==> src/rtl/fpu_pkg.sv <==
// fpu_pkg -- definitions shared by the fmul issue block and its result FIFO.
//   FMUL_NSTAGE : pipeline depth of the downstream single-precision multiplier
//   FMUL_TAGW   : default width of the caller tag carried alongside each op
//   fmul_res_t  : one queued result, {tag, product}
package fpu_pkg;

  localparam int FMUL_NSTAGE = 4;
  localparam int FMUL_TAGW   = 4;

  typedef struct packed {
    logic [FMUL_TAGW-1:0] tag;
    logic [31:0]          y;
  } fmul_res_t;

endpackage

==> src/rtl/res_fifo.sv <==
// res_fifo -- synchronous result queue, DEPTH entries of type T.
//   clk, rstn : clock, asynchronous active-low reset (pointers and count)
//   clr       : synchronous clear, empties the queue
//   push, din : enqueue din at the tail
//   pop       : dequeue the head; ignored while empty
//   dout      : head entry, forced to zero while empty
//   valid     : queue non-empty
//   count     : number of occupied entries
module res_fifo
  import fpu_pkg::*;
#(
  parameter int  DEPTH = 8,
  parameter type T     = fmul_res_t
) (
  input  logic                       clk,
  input  logic                       rstn,
  input  logic                       clr,
  input  logic                       push,
  input  T                           din,
  input  logic                       pop,
  output T                           dout,
  output logic                       valid,
  output logic [$clog2(DEPTH+1)-1:0] count
);

  localparam int PW = $clog2(DEPTH);
  localparam int CW = $clog2(DEPTH+1);

  T              mem_q [DEPTH];
  logic [PW-1:0] wr_ptr_q, wr_ptr_d;
  logic [PW-1:0] rd_ptr_q, rd_ptr_d;
  logic [CW-1:0] count_q, count_d;
  logic          pop_ok;

  always_comb begin
    pop_ok   = pop && (count_q != '0);
    wr_ptr_d = wr_ptr_q;
    rd_ptr_d = rd_ptr_q;
    count_d  = count_q;
    if (clr) begin
      wr_ptr_d = '0;
      rd_ptr_d = '0;
      count_d  = '0;
    end else begin
      // DEPTH is a power of two, so the pointers wrap naturally
      if (push)   wr_ptr_d = wr_ptr_q + PW'(1);
      if (pop_ok) rd_ptr_d = rd_ptr_q + PW'(1);
      case ({push, pop_ok})
        2'b10:   count_d = count_q + CW'(1);
        2'b01:   count_d = count_q - CW'(1);
        default: count_d = count_q;
      endcase
    end
  end

  always_ff @(posedge clk or negedge rstn) begin
    if (!rstn) begin
      wr_ptr_q <= '0;
      rd_ptr_q <= '0;
      count_q  <= '0;
    end else begin
      wr_ptr_q <= wr_ptr_d;
      rd_ptr_q <= rd_ptr_d;
      count_q  <= count_d;
    end
  end

  // Storage is data only; an empty queue masks whatever it holds
  always_ff @(posedge clk) begin
    if (push && !clr) mem_q[wr_ptr_q] <= din;
  end

  assign valid = (count_q != '0);
  assign dout  = valid ? mem_q[rd_ptr_q] : '0;
  assign count = count_q;

endmodule

==> src/rtl/fmul_issue.sv <==
// fmul_issue -- issues operand pairs to a fixed-latency multiplier and
// collects the products, in issue order, into a credit-protected FIFO.
//   clk, rstn                  : clock, asynchronous active-low reset
//   flush                      : synchronous discard of in-flight and queued results
//   req_valid/ready, x1/x2/tag : request handshake, operands, caller tag
//   fmul_en, fmul_x1/x2        : registered drive to the multiplier
//   fmul_y                     : multiplier product, valid NSTAGE cycles after fmul_en
//   res_valid/ready, y/tag     : head of the result FIFO
//   inflight                   : ops issued and not yet captured
//   res_cnt                    : results captured since reset or flush
module fmul_issue
  import fpu_pkg::*;
#(
  parameter int NSTAGE = FMUL_NSTAGE,
  parameter int DEPTH  = 8,
  parameter int TAGW   = FMUL_TAGW
) (
  input  logic                        clk,
  input  logic                        rstn,
  input  logic                        flush,
  input  logic                        req_valid,
  input  logic [31:0]                 req_x1,
  input  logic [31:0]                 req_x2,
  input  logic [TAGW-1:0]             req_tag,
  output logic                        req_ready,
  output logic                        fmul_en,
  output logic [31:0]                 fmul_x1,
  output logic [31:0]                 fmul_x2,
  input  logic [31:0]                 fmul_y,
  output logic                        res_valid,
  output logic [31:0]                 res_y,
  output logic [TAGW-1:0]             res_tag,
  input  logic                        res_ready,
  output logic [$clog2(NSTAGE+2)-1:0] inflight,
  output logic [31:0]                 res_cnt
);

  localparam int IW = $clog2(NSTAGE+2);
  localparam int CW = $clog2(DEPTH+1);

  // Local result type so a non-default TAGW still fits the queue
  typedef struct packed {
    logic [TAGW-1:0] tag;
    logic [31:0]     y;
  } res_t;

  logic            accept, capture;
  logic [NSTAGE:0] vld_q, vld_d;
  logic [TAGW-1:0] tag_q [NSTAGE+1];
  logic [TAGW-1:0] tag_d [NSTAGE+1];
  logic            fmul_en_q, fmul_en_d;
  logic [31:0]     fmul_x1_q, fmul_x1_d;
  logic [31:0]     fmul_x2_q, fmul_x2_d;
  logic [IW-1:0]   inflight_q, inflight_d;
  logic [31:0]     res_cnt_q, res_cnt_d;
  logic [CW-1:0]   fifo_cnt;
  res_t            fifo_din, fifo_dout;

  // Credit covers queued results plus everything still in the pipe, so a
  // capture can never land on a full FIFO. Blocked during flush.
  assign req_ready = !flush && ((32'(fifo_cnt) + 32'(inflight_q)) < 32'(DEPTH));
  assign accept    = req_valid && req_ready;
  assign capture   = vld_q[NSTAGE] && !flush;

  // Stage boundary: issue register and tag/valid pipe (stage 0 matches fmul_en)
  always_comb begin
    vld_d     = flush ? '0 : {vld_q[NSTAGE-1:0], accept};
    tag_d[0]  = req_tag;
    for (int i = 1; i <= NSTAGE; i++) tag_d[i] = tag_q[i-1];
    fmul_en_d = accept;
    fmul_x1_d = accept ? req_x1 : fmul_x1_q;
    fmul_x2_d = accept ? req_x2 : fmul_x2_q;
    inflight_d = inflight_q;
    res_cnt_d  = res_cnt_q;
    if (flush) begin
      inflight_d = '0;
      res_cnt_d  = '0;
    end else begin
      case ({accept, capture})
        2'b10:   inflight_d = inflight_q + IW'(1);
        2'b01:   inflight_d = inflight_q - IW'(1);
        default: inflight_d = inflight_q;
      endcase
      if (capture) res_cnt_d = res_cnt_q + 32'd1;
    end
  end

  always_ff @(posedge clk or negedge rstn) begin
    if (!rstn) begin
      vld_q      <= '0;
      fmul_en_q  <= 1'b0;
      fmul_x1_q  <= '0;
      fmul_x2_q  <= '0;
      inflight_q <= '0;
      res_cnt_q  <= '0;
    end else begin
      vld_q      <= vld_d;
      fmul_en_q  <= fmul_en_d;
      fmul_x1_q  <= fmul_x1_d;
      fmul_x2_q  <= fmul_x2_d;
      inflight_q <= inflight_d;
      res_cnt_q  <= res_cnt_d;
    end
  end

  // Tags are qualified by vld_q, so they need no reset
  always_ff @(posedge clk) begin
    for (int i = 0; i <= NSTAGE; i++) tag_q[i] <= tag_d[i];
  end

  // Stage boundary: product sampled at the last pipe stage into the FIFO
  assign fifo_din.tag = tag_q[NSTAGE];
  assign fifo_din.y   = fmul_y;

  res_fifo #(
    .DEPTH (DEPTH),
    .T     (res_t)
  ) u_res_fifo (
    .clk   (clk),
    .rstn  (rstn),
    .clr   (flush),
    .push  (capture),
    .din   (fifo_din),
    .pop   (res_ready),
    .dout  (fifo_dout),
    .valid (res_valid),
    .count (fifo_cnt)
  );

  assign res_y    = fifo_dout.y;
  assign res_tag  = fifo_dout.tag;
  assign fmul_en  = fmul_en_q;
  assign fmul_x1  = fmul_x1_q;
  assign fmul_x2  = fmul_x2_q;
  assign inflight = inflight_q;
  assign res_cnt  = res_cnt_q;

endmodule

==> config.mk <==
export PLATFORM = sky130hd
export DESIGN_NAME = fmul_issue
export DESIGN_NICKNAME = d
export VERILOG_FILES = /design/src/rtl/fpu_pkg.sv /design/src/rtl/res_fifo.sv /design/src/rtl/fmul_issue.sv
export SDC_FILE = /design/constraint.sdc
export NUM_CORES = 1
export LEC_CHECK = 0
export ABC_CLOCK_PERIOD_IN_PS = 6100
export CORE_MARGIN = 1
export CORE_UTILIZATION = 54
export DETAILED_ROUTE_END_ITERATION = 7
export PLACE_DENSITY = 0.82
export SYNTH_ARGS = -nofsm -noshare
export SYNTH_HDL_FRONTEND = slang
export SYNTH_SLANG_ARGS = --single-unit
==> constraint.sdc <==
create_clock -name clk -period 6.1 [get_ports clk]
set_clock_uncertainty 0.1 [all_clocks]
set_input_delay 1.83 -clock clk [delete_from_list [all_inputs] [get_ports clk]]
set_output_delay 1.83 -clock clk [all_outputs]
set_load 0.01 [all_outputs]
==> flow_summary.json <==
{
  "ys_top_cells_by_area": "edfxtp_1, dfrtp_1, mux4_2, mux2_2, mux2i_1",
  "crit_required_ps": 4170,
  "grt_pass1_wl_um": 53000,
  "ff_latch_area_sq_um": 11900,
  "yosysSeqAreaShare": 0.734,
  "cp_max_fo": 2,
  "synthArstFlopShare": 0.272,
  "slew_viol_final": 0,
  "drv_cap": 0,
  "yosysMostFrequentCell": "edfxtp_1",
  "synth-edff-count": 288,
  "ant_nets": 0,
  "drt_iter0_drc": 684,
  "grt_usage": 0.228,
  "gp_congestion": 0.806,
  "start_kind": "input port",
  "peakVddDrop_mv": 0.285,
  "die_y_um": 175,
  "grt_pass1_vias": 9360,
  "placed_area_sq_um": 19200,
  "first_pass_iters": 5,
  "rows": 63,
  "portBuffers": 242,
  "postCtsSetupRepairBufs": 0,
  "hold_slack_ps": 218,
  "critPathCaptureType": "primary output",
  "drt-total-wl_um": 34100,
  "postCtsHoldBufs": 0,
  "p_per_area_nw_per_um2": 345,
  "r2r_end": "fmul_x2[15]$_DFFE_PN0P_",
  "synth_nets": 999,
  "overflow": 0,
  "r2r_start": "inflight[2]$_DFFE_PN0P_",
  "status": "finished, final reports clean",
  "slew_headroom": 0.217,
  "worstMarginPinSlew_ps": 1180,
  "synth_commonest_cells": "edfxtp_1, dfrtp_1, nor2_1, mux4_2, mux2_2",
  "die-area_sq_um": 30800,
  "vias": 8817,
  "final_hold_viol_count": 0,
  "min_path_type": "reg -> reg",
  "post-dp-hpwl_um": 20400,
  "clk_path_buf_depth": 3,
  "clock_latency_ps": 540,
  "hold-path-endpoint": "tag_q[0][15]$_DFF_P_",
  "yosys_warnings": 0,
  "timing.setup.tns_ps": 0,
  "crit_arrival_ps": 3320,
  "synth_top_area_frac": 0.532,
  "hold_depth": 0,
  "start_util": 0.548,
  "core_area_sq_um": 29600,
  "nets": 1265,
  "rr_worst_depth": 5,
  "syn-cell-area_sq_um": 16200,
  "fin_crit_ps": 5250,
  "clkSinkCount": 423,
  "synth_top_area_cell": "edfxtp_1",
  "path_clk_slew_ps": 60,
  "critPathKind": "in -> out",
  "rsz0062_at_grt": "no",
  "io_pins": 243,
  "regToRegSetupSlack_ps": 3180,
  "final_area_sq_um": 20600,
  "route.detailed.drc": 0,
  "grt_max_degree": 84,
  "post_drt_via_cell_ratio": 5.59,
  "finalCritPeriodShare": 0.860,
  "cts_buffers": 44,
  "drive_above_1_share": 0.202,
  "area_growth_pct": 27.0,
  "ys_dominant_reg_cell": "edfxtp_1",
  "p_leak_nw": 7.07,
  "synth_area_per_cell_sq_um": 18.4,
  "setup_viol": 0,
  "ys_types": 41,
  "cts-root-buf": "clkbuf_16",
  "cts_max_level": 2,
  "cts_tree": "yes",
  "antenna_found_initial": 1,
  "drt-wirelength-per-cell_um": 21.6,
  "syn_inst": 885,
  "fmax_mhz": 191,
  "fill_cells": 1935,
  "multi_input_area_sq_um": 4200,
  "ys_seq_elements": 423,
  "min-delay-start": "tag_q[0][11]$_DFF_P_",
  "dieWidth_um": 175,
  "cts.repair.resized": 0
}
==> stage by stage <==
step / utilization / instances / setup slack (ps) / total power [mW]
3_5_place_dp: 0.649 / 1495 / 863 / 4.64
6_report: 0.696 / 1577 / 854 / 7.13
3_3_place_gp: 0.649 / 1495 / 891 / 4.61
2_1_floorplan: - / 885 / 651 / 3.95
4_1_cts: 0.696 / 1576 / 841 / 7.19
5_1_grt: 0.696 / 1577 / 821 / 7.38
==> state kept, by name, summed over array words and instances, names as in the netlist <==
signal	flops
u_res_fifo.wr_ptr_q	3
u_res_fifo.count	4
fmul_x2	32
fmul_en	1
tag_q	20
inflight	3
vld_q	5
fmul_x1	32
res_cnt	32
u_res_fifo.mem_q	288
u_res_fifo.rd_ptr_q	3
==> metal layers <==
metal	GRT usage	up-vias	routed length [um]	share of wire
met5	0	-	0	0
met2	0.396	262	17800	0.52
met1	0.292	4537	13600	0.40
met4	0.0859	0	1160	0.034
met3	0.0329	77	1480	0.043
li1	-	3941	-	-
==> layout make-up <==
type                       count  share of cell area
multi-input combinational    413               0.204
timing repair buffer         263               0.125
inverter                       6             0.00109
antenna                        1            0.000121
clock buffer                  64              0.0620
sequential                   423               0.578
tap                          390              0.0236
clock inverter                17             0.00576
==> cell families (layout without fill, tap and decap cells) <==
kind of cell,after synthesis,count (layout),synth area share
flip-flops,423,423,0.734
multiplexers,179,179,0.171
adder cells (fa/ha/maj),9,9,0.00785
buffers and inverters,49,350,0.0120
AND/OR/NAND/NOR,169,169,0.0491
XOR/XNOR,34,34,0.0183
other,0,1,0
AO/OA/AOI/OAI,22,22,0.00801
==> critical path, stage by stage <==
cell and delay [ps]:
clkdlybuf4s50_1 460, a2111oi_0 410, clkdlybuf4s50_1 620
==> power breakdown <==
part	switching [mW]	internal, mW
clock network	1.05	1.50
logic	0.515	0.714
registers	0.124	3.22
total	1.69	5.43
==> worst max-delay path by stage <==
stage / slack (ps) / startpoint / end
3_3_place_gp: 890 / flush / req_ready
6_report: 850 / flush / req_ready
2_1_floorplan: 650 / flush / u_res_fifo.mem_q[1][0]$_DFFE_PP_
3_5_place_dp: 860 / flush / req_ready
4_1_cts: 840 / flush / req_ready
5_1_grt: 820 / flush / req_ready
==> layout by cell type (no fill, tap or decap), types with 7 or more instances in the layout <==
cell | netlist | final
dfxtp_1 | 20 | 20
a21oi_1 | 10 | 9
mux2i_1 | 43 | 43
buf_4 | 0 | 21
nor2_1 | 84 | 81
edfxtp_1 | 288 | 288
nor4_1 | 9 | 7
clkdlybuf4s50_1 | 0 | 241
xor2_1 | 12 | 12
xnor2_1 | 22 | 22
mux2_2 | 64 | 64
nand3_1 | 12 | 12
nand2_1 | 18 | 18
ha_1 | 7 | 7
dfrtp_1 | 115 | 112
clkbuf_1 | 20 | 12
clkbuf_16 | 0 | 46
clkinv_2 | 0 | 10
nor3_1 | 12 | 8
mux4_2 | 72 | 72
(Power assumes the default switching activity.)
